## config.mk

```make
export PLATFORM = sky130hd
export DESIGN_NAME = nrzi_decoder_flat
export DESIGN_NICKNAME = d
export VERILOG_FILES = /design/src/rtl/nrzi_decoder_if.sv /design/src/rtl/nrzi_decoder.sv /design/src/flat_wrapper.sv
export SDC_FILE = /design/constraint.sdc
export NUM_CORES = 1
export LEC_CHECK = 0
export ABC_AREA = 1
export CORE_MARGIN = 4
export CORE_UTILIZATION = 54
export CTS_CLUSTER_DIAMETER = 100
export DETAILED_ROUTE_END_ITERATION = 8
export GPL_TIMING_DRIVEN = 0
export PLACE_DENSITY = 0.75
export SLEW_MARGIN = 20
export SYNTH_ARGS = -nofsm -noshare
export SYNTH_HDL_FRONTEND = slang
export SYNTH_SLANG_ARGS = --single-unit
```

## constraint.sdc

```tcl
create_clock -name clk_i -period 1.62 [get_ports clk_i]
set_clock_uncertainty 0.05 [all_clocks]
set_input_delay 0.486 -clock clk_i [delete_from_list [all_inputs] [get_ports clk_i]]
set_output_delay 0.486 -clock clk_i [all_outputs]
set_load 0.01 [all_outputs]
```

## src/rtl/nrzi_decoder_if.sv

```systemverilog
// ---------------------------------------------------------------------------
// nrzi_decoder_if
// Groups the serial line input, the received-byte valid/ready handshake and
// the status pulses of the NRZI receiver into one bundle.
//
// Signals
//   bit_en_i    : bit strobe, line is sampled only when 1
//   nrzi_i      : NRZI line level
//   ready_i     : downstream accepts data_o when valid_o && ready_i
//   data_o[7:0] : received byte, LSB = first bit on the line
//   valid_o     : data_o holds an unconsumed byte
//   frame_end_o : pulse on the closing flag of a frame that delivered bytes
//   frame_err_o : pulse on a flag that arrives off a byte boundary
//   abort_o     : pulse on an abort sequence
//   overrun_o   : pulse when a completed byte had to be dropped
//   hunt_o      : 1 while searching for an opening flag
//
// Modports
//   master : the decoder side (drives the byte stream and status)
//   slave  : the line driver / byte consumer side
// ---------------------------------------------------------------------------
interface nrzi_decoder_if;
    logic       bit_en_i;
    logic       nrzi_i;
    logic       ready_i;
    logic [7:0] data_o;
    logic       valid_o;
    logic       frame_end_o;
    logic       frame_err_o;
    logic       abort_o;
    logic       overrun_o;
    logic       hunt_o;

    modport master (
        input  bit_en_i, nrzi_i, ready_i,
        output data_o, valid_o, frame_end_o, frame_err_o, abort_o, overrun_o, hunt_o
    );

    modport slave (
        output bit_en_i, nrzi_i, ready_i,
        input  data_o, valid_o, frame_end_o, frame_err_o, abort_o, overrun_o, hunt_o
    );
endinterface

```

## src/rtl/nrzi_decoder.sv

```systemverilog
// ---------------------------------------------------------------------------
// nrzi_decoder
// Receive side of an NRZI/HDLC-style serial link. A transition on the line
// decodes to 1, no transition to 0. Stuffed zeros are removed, 0x7E flags
// delimit frames, and data is assembled LSB-first into bytes that are
// delivered over a valid/ready handshake.
//
// Parameters
//   IDLE_LEVEL : line level assumed before the first sample
//   STUFF_RUN  : number of consecutive 1s after which a 0 is a stuffed bit
//
// Ports
//   clk_i : clock, rising edge
//   rst_i : asynchronous active-high reset
//   bus   : nrzi_decoder_if.master (line input, byte handshake, status)
//
// Build option
//   NRZI_DEC_ABORT_EN : when defined, seven consecutive 1s inside a frame
//   pulse abort_o and return the receiver to HUNT. When undefined abort_o
//   is tied low and long runs of 1s are ordinary data.
// ---------------------------------------------------------------------------
module nrzi_decoder #(
    parameter logic IDLE_LEVEL = 1'b0,
    parameter int   STUFF_RUN  = 5
) (
    input  logic           clk_i,
    input  logic           rst_i,
    nrzi_decoder_if.master bus
);

    localparam logic [2:0] LP_STUFF = 3'(STUFF_RUN);

    typedef enum logic {
        ST_HUNT = 1'b0,
        ST_RX   = 1'b1
    } state_t;

    state_t     r_state;
    state_t     w_state_nxt;

    logic       r_prev;
    logic [7:0] r_window;
    logic [2:0] r_ones;
    logic [2:0] r_cnt;
    logic       r_byte_seen;
    logic [7:0] r_asm;
    logic [7:0] r_data;
    logic       r_valid;
    logic       r_frame_end;
    logic       r_frame_err;
    logic       r_abort;
    logic       r_overrun;

    logic       w_d;
    logic [7:0] w_window;
    logic       w_flag;
    logic       w_drop;
    logic       w_abort_hit;
    logic [2:0] w_ones_nxt;
    logic [2:0] w_cnt_nxt;
    logic [7:0] w_asm_nxt;
    logic       w_seen_nxt;
    logic       w_byte_done;
    logic       w_frame_end;
    logic       w_frame_err;
    logic       w_abort;
    logic       w_load;
    logic       w_overrun;
    logic       w_valid_nxt;

    assign w_d      = bus.nrzi_i ^ r_prev;
    // Newest decoded bit enters at the top so the window reads LSB-first.
    assign w_window = {w_d, r_window[7:1]};
    assign w_flag   = (w_window == 8'h7E);
    // The ones count is the run *before* this bit, so a 0 directly after
    // exactly STUFF_RUN ones is the stuffed bit.
    assign w_drop   = (r_ones == LP_STUFF) && !w_d;

    always_comb begin
        w_ones_nxt = 3'd0;
        if (w_d) begin
            w_ones_nxt = (r_ones == 3'd7) ? 3'd7 : r_ones + 3'd1;
        end
    end

`ifdef NRZI_DEC_ABORT_EN
    // Fires once per run: the counter saturates at 7 and never passes 6 again.
    assign w_abort_hit = w_d && (r_ones == 3'd6);
`else
    assign w_abort_hit = 1'b0;
`endif

    // Next-state / framing decisions
    always_comb begin
        w_state_nxt = r_state;
        w_cnt_nxt   = r_cnt;
        w_asm_nxt   = r_asm;
        w_seen_nxt  = r_byte_seen;
        w_byte_done = 1'b0;
        w_frame_end = 1'b0;
        w_frame_err = 1'b0;
        w_abort     = 1'b0;

        if (bus.bit_en_i) begin
            case (r_state)
                ST_HUNT: begin
                    if (w_flag) begin
                        w_state_nxt = ST_RX;
                        w_cnt_nxt   = 3'd0;
                        w_seen_nxt  = 1'b0;
                    end
                end
                ST_RX: begin
                    if (w_abort_hit) begin
                        w_abort     = 1'b1;
                        w_state_nxt = ST_HUNT;
                        w_cnt_nxt   = 3'd0;
                    end else if (w_flag) begin
                        // A flag landing exactly on the 8th bit closes the frame;
                        // the "byte" it would complete is the flag itself.
                        if (!w_drop && (r_cnt == 3'd7)) begin
                            w_frame_end = r_byte_seen;
                        end else begin
                            w_frame_err = 1'b1;
                        end
                        w_cnt_nxt  = 3'd0;
                        w_seen_nxt = 1'b0;
                    end else if (!w_drop) begin
                        w_asm_nxt   = {w_d, r_asm[7:1]};
                        // 3-bit count wraps 7 -> 0 exactly on byte completion.
                        w_cnt_nxt   = r_cnt + 3'd1;
                        w_byte_done = (r_cnt == 3'd7);
                    end
                end
                default: begin
                    w_state_nxt = ST_HUNT;
                end
            endcase
        end

        // A slot is free if empty or being emptied on this same edge.
        w_load    = w_byte_done && (!r_valid || bus.ready_i);
        w_overrun = w_byte_done && !w_load;
        if (w_load) begin
            w_seen_nxt = 1'b1;
        end

        w_valid_nxt = r_valid;
        if (w_load) begin
            w_valid_nxt = 1'b1;
        end else if (r_valid && bus.ready_i) begin
            w_valid_nxt = 1'b0;
        end
    end

    // Registered state, line history and output register
    always_ff @(posedge clk_i or posedge rst_i) begin
        if (rst_i) begin
            r_state     <= ST_HUNT;
            r_prev      <= IDLE_LEVEL;
            r_window    <= 8'h00;
            r_ones      <= 3'd0;
            r_cnt       <= 3'd0;
            r_byte_seen <= 1'b0;
            r_data      <= 8'h00;
            r_valid     <= 1'b0;
            r_frame_end <= 1'b0;
            r_frame_err <= 1'b0;
            r_abort     <= 1'b0;
            r_overrun   <= 1'b0;
        end else begin
            r_state     <= w_state_nxt;
            r_cnt       <= w_cnt_nxt;
            r_byte_seen <= w_seen_nxt;
            r_valid     <= w_valid_nxt;
            r_frame_end <= w_frame_end;
            r_frame_err <= w_frame_err;
            r_abort     <= w_abort;
            r_overrun   <= w_overrun;
            if (bus.bit_en_i) begin
                r_prev   <= bus.nrzi_i;
                r_window <= w_window;
                r_ones   <= w_ones_nxt;
            end
            if (w_load) begin
                r_data <= w_asm_nxt;
            end
        end
    end

    // Assembler contents are meaningless until 8 bits are counted in, so it
    // carries no reset.
    always_ff @(posedge clk_i) begin
        r_asm <= w_asm_nxt;
    end

    assign bus.data_o      = r_data;
    assign bus.valid_o     = r_valid;
    assign bus.frame_end_o = r_frame_end;
    assign bus.frame_err_o = r_frame_err;
    assign bus.abort_o     = r_abort;
    assign bus.overrun_o   = r_overrun;
    assign bus.hunt_o      = (r_state == ST_HUNT);

endmodule

```

## src/flat_wrapper.sv

```systemverilog
// flat-port wrapper written by rule: the top's interface ports become plain ports
module nrzi_decoder_flat 
#(
    parameter logic IDLE_LEVEL = 1'b0,
    parameter int   STUFF_RUN  = 5
)
  (clk_i, rst_i, bus_bit_en_i, bus_nrzi_i, bus_ready_i, bus_data_o, bus_valid_o, bus_frame_end_o, bus_frame_err_o, bus_abort_o, bus_overrun_o, bus_hunt_o);
  nrzi_decoder_if bus_i ();
  input  logic clk_i;
  input  logic rst_i;
  input wire logic [$bits(bus_i.bit_en_i)-1:0] bus_bit_en_i;
  input wire logic [$bits(bus_i.nrzi_i)-1:0] bus_nrzi_i;
  input wire logic [$bits(bus_i.ready_i)-1:0] bus_ready_i;
  output wire logic [$bits(bus_i.data_o)-1:0] bus_data_o;
  output wire logic [$bits(bus_i.valid_o)-1:0] bus_valid_o;
  output wire logic [$bits(bus_i.frame_end_o)-1:0] bus_frame_end_o;
  output wire logic [$bits(bus_i.frame_err_o)-1:0] bus_frame_err_o;
  output wire logic [$bits(bus_i.abort_o)-1:0] bus_abort_o;
  output wire logic [$bits(bus_i.overrun_o)-1:0] bus_overrun_o;
  output wire logic [$bits(bus_i.hunt_o)-1:0] bus_hunt_o;
  assign bus_i.bit_en_i = bus_bit_en_i;
  assign bus_i.nrzi_i = bus_nrzi_i;
  assign bus_i.ready_i = bus_ready_i;
  assign bus_data_o = bus_i.data_o;
  assign bus_valid_o = bus_i.valid_o;
  assign bus_frame_end_o = bus_i.frame_end_o;
  assign bus_frame_err_o = bus_i.frame_err_o;
  assign bus_abort_o = bus_i.abort_o;
  assign bus_overrun_o = bus_i.overrun_o;
  assign bus_hunt_o = bus_i.hunt_o;
  nrzi_decoder #(.IDLE_LEVEL(IDLE_LEVEL), .STUFF_RUN(STUFF_RUN)) u_core (.clk_i(clk_i), .rst_i(rst_i), .bus(bus_i));
endmodule
```

# Word level (Yosys, flattened, before mapping)
# Index checks and enable logic that the tools add are counted.
# W data, S select, Z words.
# classes
add_sub_neg	2
n_eq_ne	6
n_mux	29
bitwise_logic	2
reduce_logical	15
# ops
op	n
$mux W8	4
$mux W1	18
$mux W3	5
$eq A3 B3 Y1 const B	3
$eq A8 B7 Y1 const B	1
$add A3 B1 Y3 const B	2
$pmux W3 S2	1
$reduce_bool A2 Y1	3
$logic_and A1 B1 Y1	5
$logic_not A1 Y1	4
$ne A3 B3 Y1 const B	1
$reduce_and A3 Y1	1
$ne A2 B1 Y1 const B	1
$pmux W1 S2	1
$reduce_and A2 Y1	1
$logic_or A1 B1 Y1	1
$not A1 Y1	1
$xor A1 B1 Y1	1
# word_totals
regBits	37

# Logic depth before layout (Yosys ltp)
# Gate-level depths: netlist of run 1.
# logic_depth
word_depth	10
ltp_mapped	10

# Worst setup path before layout of run 1
# Ideal clock, no wire load.
# synth_path
kind	reg-to-reg
start	reg u_core.r_ones[0]
end	reg u_core.r_data[0] (netlist: u_core.bus.data_o[0])
setup_time_ns	0.117
arrival_time_ns	1.248
setup_slack_ns	0.205
path_stages_with_launch	9
n_path_buf	1
path_cell_list	dfrtp_1 > ha_1 > nand2_1 > inv_1 > a21oi_4 > buf_6 > nand4_4 > nand2_1 > nand2_1
# synth_via
elab_chain_len	7
elab_cells_between_ends	11
cone_classes	eq/ne (1); mux (8); reduce/logical (2)
# synth_lines
item	line	rtl
from (decl)	nrzi_decoder.sv:43	logic [2:0] r_ones;
from (signal assigned)	nrzi_decoder.sv:183	r_ones <= w_ones_nxt;
$eq A3 B3 Y1 *	nrzi_decoder.sv:77	assign w_drop = (r_ones == LP_STUFF) && !w_d;
$logic_and A1 B1 Y1 *	nrzi_decoder.sv:77	
$mux W1	nrzi_decoder.sv:128	end else if (!w_drop) begin
$mux W1	nrzi_decoder.sv:118	end else if (w_flag) begin
$mux W1	nrzi_decoder.sv:105	case (r_state)
$mux W1	nrzi_decoder.sv:104	if (bus.bit_en_i) begin
$logic_and A1 B1 Y1	nrzi_decoder.sv:142	w_load = w_byte_done && (!r_valid || bus.ready_i);
to (signal assigned)	nrzi_decoder.sv:186	r_data <= w_asm_nxt;
to (decl)	nrzi_decoder.sv:47	logic [7:0] r_data;
# Every way passes the cells marked *; elsewhere a longest branch is shown, timed or not.
# A chain may end at the register's enable or synchronous reset.

# Worst setup path in the final report of run 1
# layout_path
start	reg u_core.r_data[6] (netlist: u_core.bus.data_o[6])
end	out bus_data_o[6]
# layout_rtl
item	line	rtl
to (decl)	flat_wrapper.sv:14	output wire logic [$bits(bus_i.data_o)-1:0] bus_data_o;
# No word-level cell between the ends.

==> results.json, run 1 <==
{
  "status": "complete, no violations",
  "timing.final.ws_setup_ns": 0.0690,
  "port_buffers": 17,
  "maxCapViolCount": 0,
  "insertion_delay_ns": 0.34,
  "numCtsBuffers": 5,
  "synth_area_um2": 1590,
  "ant_nets": 0,
  "max_stage_delay_ns": 0.39,
  "dpl.cell_count": 229,
  "cts_root_buffer": "clkbuf_4",
  "critPathCaptureType": "primary output",
  "htreeDepth": 2,
  "syn-num-nets": 190,
  "intPower_mw": 1.73,
  "min_period_ns": 1.55,
  "hold_viol": 0,
  "synth_warnings": 0,
  "synth_cell_type_count": 23,
  "required_ns": 1.08,
  "synth_area_leaders": "dfrtp_1 44%, nand2_1 14%, dfxtp_1 10%",
  "die_y_um": 62.2,
  "synth_top_area_cell": "dfrtp_1",
  "clockPowerShare_pct": 24.2,
  "crit_chain": "dlygate4sd2_1",
  "p_leak_nw": 1.04,
  "cts_num_sinks": 36,
  "syn_inst": 181,
  "vias": 1277,
  "multiInputGateArea_um2": 646,
  "die_x_um": 62.2,
  "fin_crit_sh_pct": 95.7,
  "setup_viol": 0,
  "drtIter0Drc": 58,
  "wl_per_cell_um": 13.0,
  "synth_seq_area_share_pct": 54.3,
  "tightest_slew_ns": 0.583,
  "ios": 19,
  "p_per_area_nw_per_um2": 1260,
  "ir_drop_mv": 1.27,
  "die_area_um2": 3870,
  "critPathArrivalTime_ns": 1.02,
  "clk_pin_slew_ns": 0.11,
  "drc": 0,
  "grt_max_degree": 29,
  "grt_pass1_wl_um": 5740,
  "fin_cells": 248,
  "initial_core_util_pct": 57.0,
  "clock_path_buffers": 2,
  "relSlewSlack_pct": 61.1,
  "grt.overflow.total": 0,
  "final_layout_size_suffix_gt1_share_pct": 20.3,
  "power_mw": 2.49,
  "grt_usage_pct": 18.4,
  "swShare_pct": 30.6,
  "critPathBufInv": 1,
  "cp_top_family": "flip-flops",
  "antenna_found_initial": 0,
  "antenna_cells": 0,
  "fillerInstances": 228,
  "core_um2": 2780,
  "fmax_ghz": 0.645,
  "vias_per_cell": 5.15,
  "dr.pass1.iters": 5,
  "grt_pass1_vias": 1258,
  "num_rows": 19,
  "postRouteWirelength_um": 3210,
  "dp.final_hpwl_um": 2080,
  "synth_top_area_share_pct": 44.2,
  "areaGrowthSynthToFinish_pct": 24.7,
  "path_class": "reg2out",
  "combPwrFrac_pct": 26.7,
  "ys_ff_latch": 36,
  "hp-class": "reg2reg",
  "hold_ws_ns": 0.414,
  "cts_tree": "yes",
  "slowest_stage": "dfrtp_1",
  "p_switching_uw": 763,
  "slew_viol_final": 0,
  "startpoint_type": "register",
  "synth.avg_cell_area_um2": 8.76,
  "regArea_um2": 861,
  "final_net_count": 225,
  "dp_slack_ns": -0.438,
  "setup_tns_ns": 0,
  "cp_max_fo": 2,
  "p_seq_share_pct": 49.1,
  "gp_congestion": 0.819
}
[routing by layer]
layer | wire length (um) | track usage (%) | vias up
li1 | - | - | 634
met1 | 1500 | 24.6 | 611
met2 | 1530 | 28.5 | 27
met3 | 137 | 6.13 | 5
met4 | 42 | 4.88 | 0
met5 | 0 | 0 | -
[what timing repair did]
item | in CTS | in global routing
gates cloned | 1 | 0
pin swaps | 4 | 4
resized for setup | 19 | 5
hold buffers | 0 | 0
buffers inserted | 6 | 4
endpoints found under the setup margin | 21 | 15
[power groups by stage]
stage | logic [mW] | clock network [mW] | registers, mW
after floorplan | 0.346 | 0 | 1.26
after global placement | 0.618 | 0 | 1.23
after detailed placement | 0.643 | 0 | 1.24
after CTS | 0.628 | 0.620 | 1.22
after global routing | 0.749 | 0.670 | 1.25
final | 0.664 | 0.604 | 1.22
[cell families after synthesis]
| logic type | synth area share, % |
|---|---|
| flip-flops | 54.3 |
| other | 0.237 |
| AND/OR/NAND/NOR | 29.0 |
| AO/OA/AOI/OAI | 6.16 |
| buffers and inverters | 7.10 |
| adder cells (fa/ha/maj) | 3.16 |
[synth_stat cells]
cell type / count
nor3_4: 1
a21oi_4: 1
dfrtp_1: 28
nand2_2: 9
inv_1: 21
clkbuf_1: 1
clkinv_1: 1
o21ai_1: 1
conb_1: 1
nand2_1: 60
dfxtp_1: 8
nor2_1: 9
ha_1: 4
o22ai_1: 1
nand3_1: 11
nand2_4: 2
nand4_4: 1
o21ai_0: 13
buf_4: 2
a21oi_1: 1
nor3_1: 2
nand3_2: 2
buf_6: 1
[stage by stage]
stage,utilization [%],area (um^2)
after floorplan,-,1590
after global placement,64.5,1790
after detailed placement,64.5,1790
after CTS,70.0,1950
after global routing,71.1,1980
final,71.1,1980
[cell type report]
cell class / instances / share of cell area, %
timing repair buffer: 27 / 12.3
buffer: 4 / 1.52
clock buffer: 6 / 2.09
multi-input combinational: 120 / 32.7
sequential: 36 / 43.5
tap: 31 / 1.96
clock inverter: 2 / 1.77
inverter: 22 / 4.18
[layout by cell type, fill, tap and decap left out, drive strengths merged]
master          n
o22ai           1
dfxtp           8
clkdlybuf4s50   2
buf            13
inv            21
nor2            9
ha              4
a21oi           2
dlymetal6s2s    1
dlygate4sd2    13
clkinv          2
clkbuf          8
conb            1
nand3          13
dfrtp          28
nand4           2
o21ai          14
nand2          71
bufinv          1
nor3            3
[state kept, by name (all words and copies together), names as in the netlist, 3 cells and up]
name,count
u_core.r_cnt,3
u_core.bus.data_o,8
u_core.r_asm,8
u_core.r_ones,3
u_core.r_window,7
[worst paths after layout]
kind	start	end	slack (ns)	depth (start not counted)
max	u_core.bus.data_o[6]	bus_data_o[6]	0.07	1
min	u_core.r_asm[0]	u_core.r_asm[0]	0.41	2
max reg2reg	u_core.r_ones[1]	u_core.bus.data_o[4]	0.09	11
min reg2reg	u_core.r_asm[0]	u_core.r_asm[0]	0.41	2
max in group asynchronous	rst_i	u_core.r_prev	0.66	2
min in group asynchronous	rst_i	u_core.bus.data_o[7]	0.47	2
[worst reg2reg max path, cell delays in order (launching register included)]
cell and delay (ns):
dfrtp_1 0.36, inv_1 0.06, ha_2 0.18, nand2_1 0.08, inv_2 0.06, a21oi_4 0.17, buf_6 0.17, buf_12 0.11
nand3_1 0.07, nand2_2 0.08, nand2_1 0.05, nand2_1 0.05
(Power assumes the default switching activity.)
==> inputs of run 2 (changes only) <==
--- a/config.mk
+++ b/config.mk
@@ -12,7 +12,7 @@
 export DETAILED_ROUTE_END_ITERATION = 8
 export GPL_TIMING_DRIVEN = 0
 export PLACE_DENSITY = 0.75
-export SLEW_MARGIN = 20
+export SLEW_MARGIN = 5
 export SYNTH_ARGS = -nofsm -noshare
 export SYNTH_HDL_FRONTEND = slang
 export SYNTH_SLANG_ARGS = --single-unit
==> constraint.sdc (replaced) <==
create_clock -name clk_i -period 1.62 [get_ports clk_i]
set_clock_uncertainty 0.05 [all_clocks]
set_input_delay 0.162 -clock clk_i [delete_from_list [all_inputs] [get_ports clk_i]]
set_output_delay 0.162 -clock clk_i [all_outputs]
set_load 0.01 [all_outputs]
==> run 2 against run 1 <==
Total power increased by 1.4%. Clock power increased by 2%. Global-route usage decreased by 0.95 points. Combinational power increased by 3.5%. Non-clock buffer count decreased by 6. First-iteration DRC count increased by 6.9%. Core utilization decreased by 0.58 points. Sequential share of layout area increased by 0.36 points. Worst setup slack improved by 0.025 ns. Sequential cell count unchanged. Count of clock-buffer cells in the layout unchanged.
==> results.json, run 2 (same netlist as run 1, synthesis figures left out) <==
{
  "grt_max_degree": 29,
  "setup_viol": 0,
  "path_class": "reg2reg",
  "die_x_um": 62.2,
  "cts_root_buffer": "clkbuf_4",
  "port_buffers": 17,
  "maxCapViolCount": 0,
  "postRouteWirelength_um": 3150,
  "drtIter0Drc": 62,
  "fin_cells": 242,
  "gp_congestion": 0.819,
  "ios": 19,
  "place_area_um2": 1790,
  "ctsHoldBuffers": 0,
  "critPathArrivalTime_ns": 1.72,
  "antenna_cells": 0,
  "htreeDepth": 2,
  "relSlewSlack_pct": 29.9,
  "critPathCaptureType": "register",
  "tightest_slew_ns": 1.05,
  "ant_nets": 0,
  "die_y_um": 62.2,
  "p_per_area_nw_per_um2": 1290,
  "power_mw": 2.53,
  "final_net_count": 219,
  "rsz0062_at_grt": "true",
  "slowest_stage": "dfrtp_1",
  "max_stage_delay_ns": 0.41,
  "dr.pass1.iters": 5,
  "dp.final_hpwl_um": 2080,
  "grt_pass1_wl_um": 5460,
  "required_ns": 1.81,
  "wl_per_cell_um": 13.0,
  "drc": 0,
  "vias": 1268,
  "insertion_delay_ns": 0.34,
  "slew_viol_final": 0,
  "crit_chain": "ha_1 > nand2_1 > inv_2 > a21oi_4 > buf_8 > nand4_4 > nand2_1 > nand2_1",
  "fmax_ghz": 0.655,
  "clock_path_buffers": 2,
  "cts_tree": "yes",
  "hold_ws_ns": 0.317,
  "design_area_um2": 1960,
  "timing.final.ws_setup_ns": 0.0941,
  "layout_common_cells": "60 x nand2_1, 28 x dfrtp_1, 20 x inv_1, 16 x clkdlybuf4s50_1, 13 x o21ai_0",
  "vias_per_cell": 5.24,
  "grt_usage_pct": 17.4,
  "cts_num_sinks": 36,
  "cp_max_fo": 6,
  "hp-class": "in2async",
  "dpl.cell_count": 229,
  "numCtsBuffers": 5,
  "layout_commonest_cell": "nand2_1",
  "antenna_found_initial": 0,
  "hold_viol": 0,
  "final_layout_size_suffix_gt1_share_pct": 15.6,
  "startpoint_type": "register",
  "dp_slack_ns": -0.114,
  "post-route-util_pct": 70.5,
  "grt.overflow.total": 0,
  "p_leak_nw": 0.978,
  "fin_crit_sh_pct": 94.2,
  "clk_pin_slew_ns": 0.11,
  "status": "complete, no violations",
  "grt_pass1_vias": 1217,
  "num_rows": 19,
  "die_area_um2": 3870,
  "core_um2": 2780,
  "areaGrowthSynthToFinish_pct": 23.7,
  "setup_tns_ns": 0,
  "ir_drop_mv": 1.39,
  "min_period_ns": 1.53,
  "cp_common_cell": "nand2_1",
  "initial_core_util_pct": 57.0
}
==> run 2: metal layers <==
metal	wire length, um	global-route usage, %
met1	1390	22.8
met2	1550	27.2
met3	182	6.13
met4	31	4.88
met5	0	0
==> run 2: final timing paths <==
kind	startpoint	endpoint	slack (ns)	depth (start not counted)
min in group clk_i	bus_nrzi_i	u_core.r_prev	0.39	3
max	u_core.r_ones[0]	u_core.bus.data_o[4]	0.09	8
max in group asynchronous	rst_i	u_core.r_window[4]	0.56	2
min reg2reg	u_core.r_asm[0]	u_core.r_asm[0]	0.42	2
max reg2reg	u_core.r_ones[0]	u_core.bus.data_o[4]	0.09	8
min	rst_i	u_core.bus.data_o[7]	0.32	2
==> run 2: area by class of cell <==
class,count,area [um^2]
Multi-Input combinational cell,120,636
Tap cell,31,38.8
Clock buffer,6,41.3
Timing Repair Buffer,21,233
Buffer,4,33.8
Inverter,22,82.6
Fill cell,222,821
Sequential cell,36,861
Clock inverter,2,35.0
==> run 2: power by group <==
group	internal [mW]	total, mW	leakage [nW]	switching (mW)
logic	0.337	0.687	0.511	0.350
registers	1.10	1.23	0.425	0.123
clock network	0.324	0.614	0.0422	0.291
total	1.77	2.53	0.978	0.763
==> run 2: worst max-delay path, delay by kind of cell, from the launching register on <==
family | cells | cell delay (ns)
DFF | 1 | 0.41
and+or+nand+nor | 4 | 0.35
buffers and inverters | 2 | 0.21
adders and majority gates | 1 | 0.21
AOI/OAI and AO/OA | 1 | 0.20
==> run 2: repair_timing <==
item	CTS	global route
buffers inserted	0	3
setup endpoints to repair	0	10
gates resized for setup	0	5
==> inputs of run 3 (changes only) <==
--- a/config.mk
+++ b/config.mk
@@ -6,6 +6,7 @@
 export NUM_CORES = 1
 export LEC_CHECK = 0
 export ABC_AREA = 1
+export ABC_CLOCK_PERIOD_IN_PS = 1620
 export CORE_MARGIN = 4
 export CORE_UTILIZATION = 54
 export CTS_CLUSTER_DIAMETER = 100
==> results of run 3 <==
Final layout, timing and power as in run 2 (identical DEF).
==> RTL edit 1: new RTL, config.mk and constraints of run 1 <==
The option `NRZI_DEC_ABORT_EN` is turned on by a define.
--- a/src/rtl/nrzi_decoder.sv
+++ b/src/rtl/nrzi_decoder.sv
@@ -20,4 +20,6 @@
 //   is tied low and long runs of 1s are ordinary data.
 // ---------------------------------------------------------------------------
+`define NRZI_DEC_ABORT_EN
+
 module nrzi_decoder #(
     parameter logic IDLE_LEVEL = 1'b0,
Check against the original RTL: no difference found for any inputs over 10 cycles, from zero or initial values and one cycle with rst_i high; that may be too few to reach the edited logic, so the function may still have changed.
==> RTL edit 1 against run 1 <==
- the run now ends with negative setup slack left
- sequential share of layout area shrank 0.40 points
- global-route usage is 0.082 points lower
- worst setup slack worse by 0.13 ns
- power rose by 6.3%
- via count up 6.2%
- wire length up 7.3%
- sequential cell count increased by 1
- synthesized area increased by 1.0%
- synthesized cell count is 0.55% higher
- cell area increased by 3.9%
- die area grew 0.90%
- combinational power rose by 28%
- critical endpoint is now u_core.bus.data_o[5]
- highest routed layer unchanged
==> RTL edit 1: results <==
outcome:
  outcome: "finished, violations left"
  violations: "negative setup slack"
yosys:
  synth-compound-area-share: 0.05781
  synth_area_leaders: "dfrtp_1 45%, nand2_1 15%, dfxtp_1 10%"
  synth_fp_nets: 192
  syn_area_per_cell_sq_um: 8.800
  synth_cell_types: 21
  synthAdderAreaFrac: 0.03906
  yosysSeqAreaShare: 0.5531
  synthTopCellsByCount: "62 x nand2_1, 29 x dfrtp_1, 17 x inv_1, 12 x nand2_2, 12 x nand3_1"
  postSynth.asyncResetShare: 0.7838
final_layout:
  multi_input_area_share: 0.3419
  clock_area_frac: 0.02864
  layout.cells.non_filler: 252
  final_area_sq_um: 2053
  num-nonclk-buffers: 34
  fillerInstances: 203
  fin_nets: 230
  n_clock_buffer: 8
  final_layout_size_suffix_gt1_frac: 0.2262
  n_all_inverters: 18
  sh_seq_area: 0.4314
  bufAreaShareNonClock: 0.1463
detailed_routing:
  via_count: 1356
  dr.pass1.iters: 4
  drt_iter0_drc: 64
  routedWlPerCell_um: 13.67
global_routing:
  grt_pass1_vias: 1309
  globalRouteMet3Util: 0.06655
  use_met1: 0.2095
  grt_usage: 0.1830
  grt_max_degree: 30
placed_design:
  dp_hpwl_mm: 2.159
  post_dp_cell_area_sq_um: 1821
  gp_congestion: 0.7888
  preCtsSetupSlack_ns: -0.5707
  port-buffer-count: 18
setup_path:
  path_delay_family: "simple AND/OR/NAND/NOR gates"
  cp_max_fo: 8
  arrival_ns: 1.91
  crit_start: "u_core.r_ones[1]"
  cp_slowest_stage_delay_ns: 0.46
pwr:
  p_leak_nw: 1.073
  peakVddDrop_uv: 890.2
timing:
  whs_ns: 0.4280
  tns_ns: -0.4633
  worstMarginPinSlew_ns: 0.5833
  setup_viol: 8
  finalWorstSetupSlack_ns: -0.06484
floorplan:
  die_area_sq_um: 3901
clock_network:
  clock-sinks: 37
RTL edit 1: worst paths after layout:
check,cells after the start,to
hold / removal,2,u_core.r_asm[0]
min in group asynchronous,2,u_core.r_ones[2]
setup / recovery,10,u_core.bus.data_o[5]
hold reg to reg,2,u_core.r_asm[0]
max in group asynchronous,2,u_core.bus.data_o[0]
setup reg to reg,10,u_core.bus.data_o[5]
RTL edit 1: metal layers:
metal	part of all wire	routed length, um	vias to the layer above
met5	0	0	-
met1	0.43	1470	642
met4	0.017	57	0
li1	-	-	657
met3	0.058	200	7
met2	0.50	1716	50
RTL edit 1: power by group:
group | total [mW] | leakage (nW) | switching (mW) | internal (mW)
clock network | 0.496 | 0.0326 | 0.282 | 0.214
logic | 0.848 | 0.598 | 0.477 | 0.371
registers | 1.31 | 0.443 | 0.140 | 1.17
RTL edit 1: repair_timing:
action / CTS / global route
setup buffers: 8 / 3
pin swaps: 8 / 17
resized for setup: 27 / 13
gates cloned: 1 / 1
setup endpoints to repair: 34 / 14
==> RTL edit 2: new RTL, settings of run 1 <==
Without the edit above. Make the reset (`rst_i`) synchronous in one clocked block. Comments in the files are not updated.
--- a/src/rtl/nrzi_decoder.sv
+++ b/src/rtl/nrzi_decoder.sv
@@ -155,5 +155,5 @@
 
     // Registered state, line history and output register
-    always_ff @(posedge clk_i or posedge rst_i) begin
+    always_ff @(posedge clk_i) begin
         if (rst_i) begin
             r_state     <= ST_HUNT;
Formal check against the unedited RTL: differs if rst_i is asserted again (counterexample within 10 cycles, from zero or initial values and one cycle with rst_i high); with rst_i held inactive, the same outputs for 10 cycles.
==> RTL edit 2 against run 1 <==
- synthesized area shrank 3.2%
- worst setup slack worse by 0.026 ns
- worst hold slack got worse by 0.00057 ns
- sequential cell count unchanged
- wire length fell by 6.7%
- cell area shrank 4.6%
- via count increased by 4.4%
- register-to-register slack better by 0.02 ns
- largest cell class unchanged
Power is not compared: it rests on default switching activity, and its combinational part moved more than twofold at a synthesized area within 25%.
==> RTL edit 2: results <==
placed_design:
  dp_cells: 257
  dp_hpwl_mm: 2.100
yosys:
  synthTopCellsByCount: "58 x nand2_1, 36 x dfxtp_1, 36 x nor2_1, 27 x inv_1, 11 x o21ai_0"
  ys.flop_type: "dfxtp_1"
  synth-compound-area-share: 0.08068
  postSynth.asyncResetShare: 0
  synthAdderAreaFrac: 0.03260
  yosysSeqAreaShare: 0.4694
  synth_area_leaders: "dfxtp_1 47%, nand2_1 14%, nor2_1 8.8%"
  syn_inst: 210
setup_path:
  arrival_ns: 1.04
  cp_max_fo: 4
  slowest_stage: "dfxtp_2"
final_layout:
  fin_nets: 250
  multi_input_area_share: 0.3537
  bufAreaShareNonClock: 0.1460
  num-nonclk-buffers: 32
  seq_area_sq_um: 723.2
  clock_area_frac: 0.04048
  n_all_inverters: 28
  sh_seq_area: 0.3835
  nMultiInputCombCells: 138
detailed_routing:
  viasPerCell: 4.883
  dr.pass1.iters: 4
  drt_iter0_drc: 55
outcome:
  outcome: "finished, final reports clean"
clock_network:
  post_cts_resized: 22
global_routing:
  grt_max_degree: 12
  grt_usage: 0.1868
  grt_pass1_wl_mm: 5.188
## RTL edit 2: power by group through the flow
stage | Sequential [mW] | Combinational (mW) | Clock (mW)
2_1_floorplan | 0.933 | 0.0586 | 0
3_3_place_gp | 0.935 | 0.0769 | 0
3_5_place_dp | 0.936 | 0.0807 | 0
4_1_cts | 0.916 | 0.0864 | 0.617
5_1_grt | 0.919 | 0.103 | 0.654
6_report | 0.916 | 0.0894 | 0.606
## RTL edit 2: worst paths after layout
kind | start | to | slack [ns] | depth (start not counted)
max | u_core.r_state | bus_hunt_o | 0.04 | 2
min | u_core.r_window[1] | u_core.r_window[1] | 0.41 | 2
max reg2reg | u_core.r_ones[1] | u_core.bus.data_o[0] | 0.11 | 9
min reg2reg | u_core.r_window[1] | u_core.r_window[1] | 0.41 | 2
## RTL edit 2: metal layers
metal / global-route usage / part of all wire
met1: 0.2245 / 0.45
met2: 0.2976 / 0.48
met3: 0.05660 / 0.053
met4: 0.1022 / 0.015
met5: 0 / 0
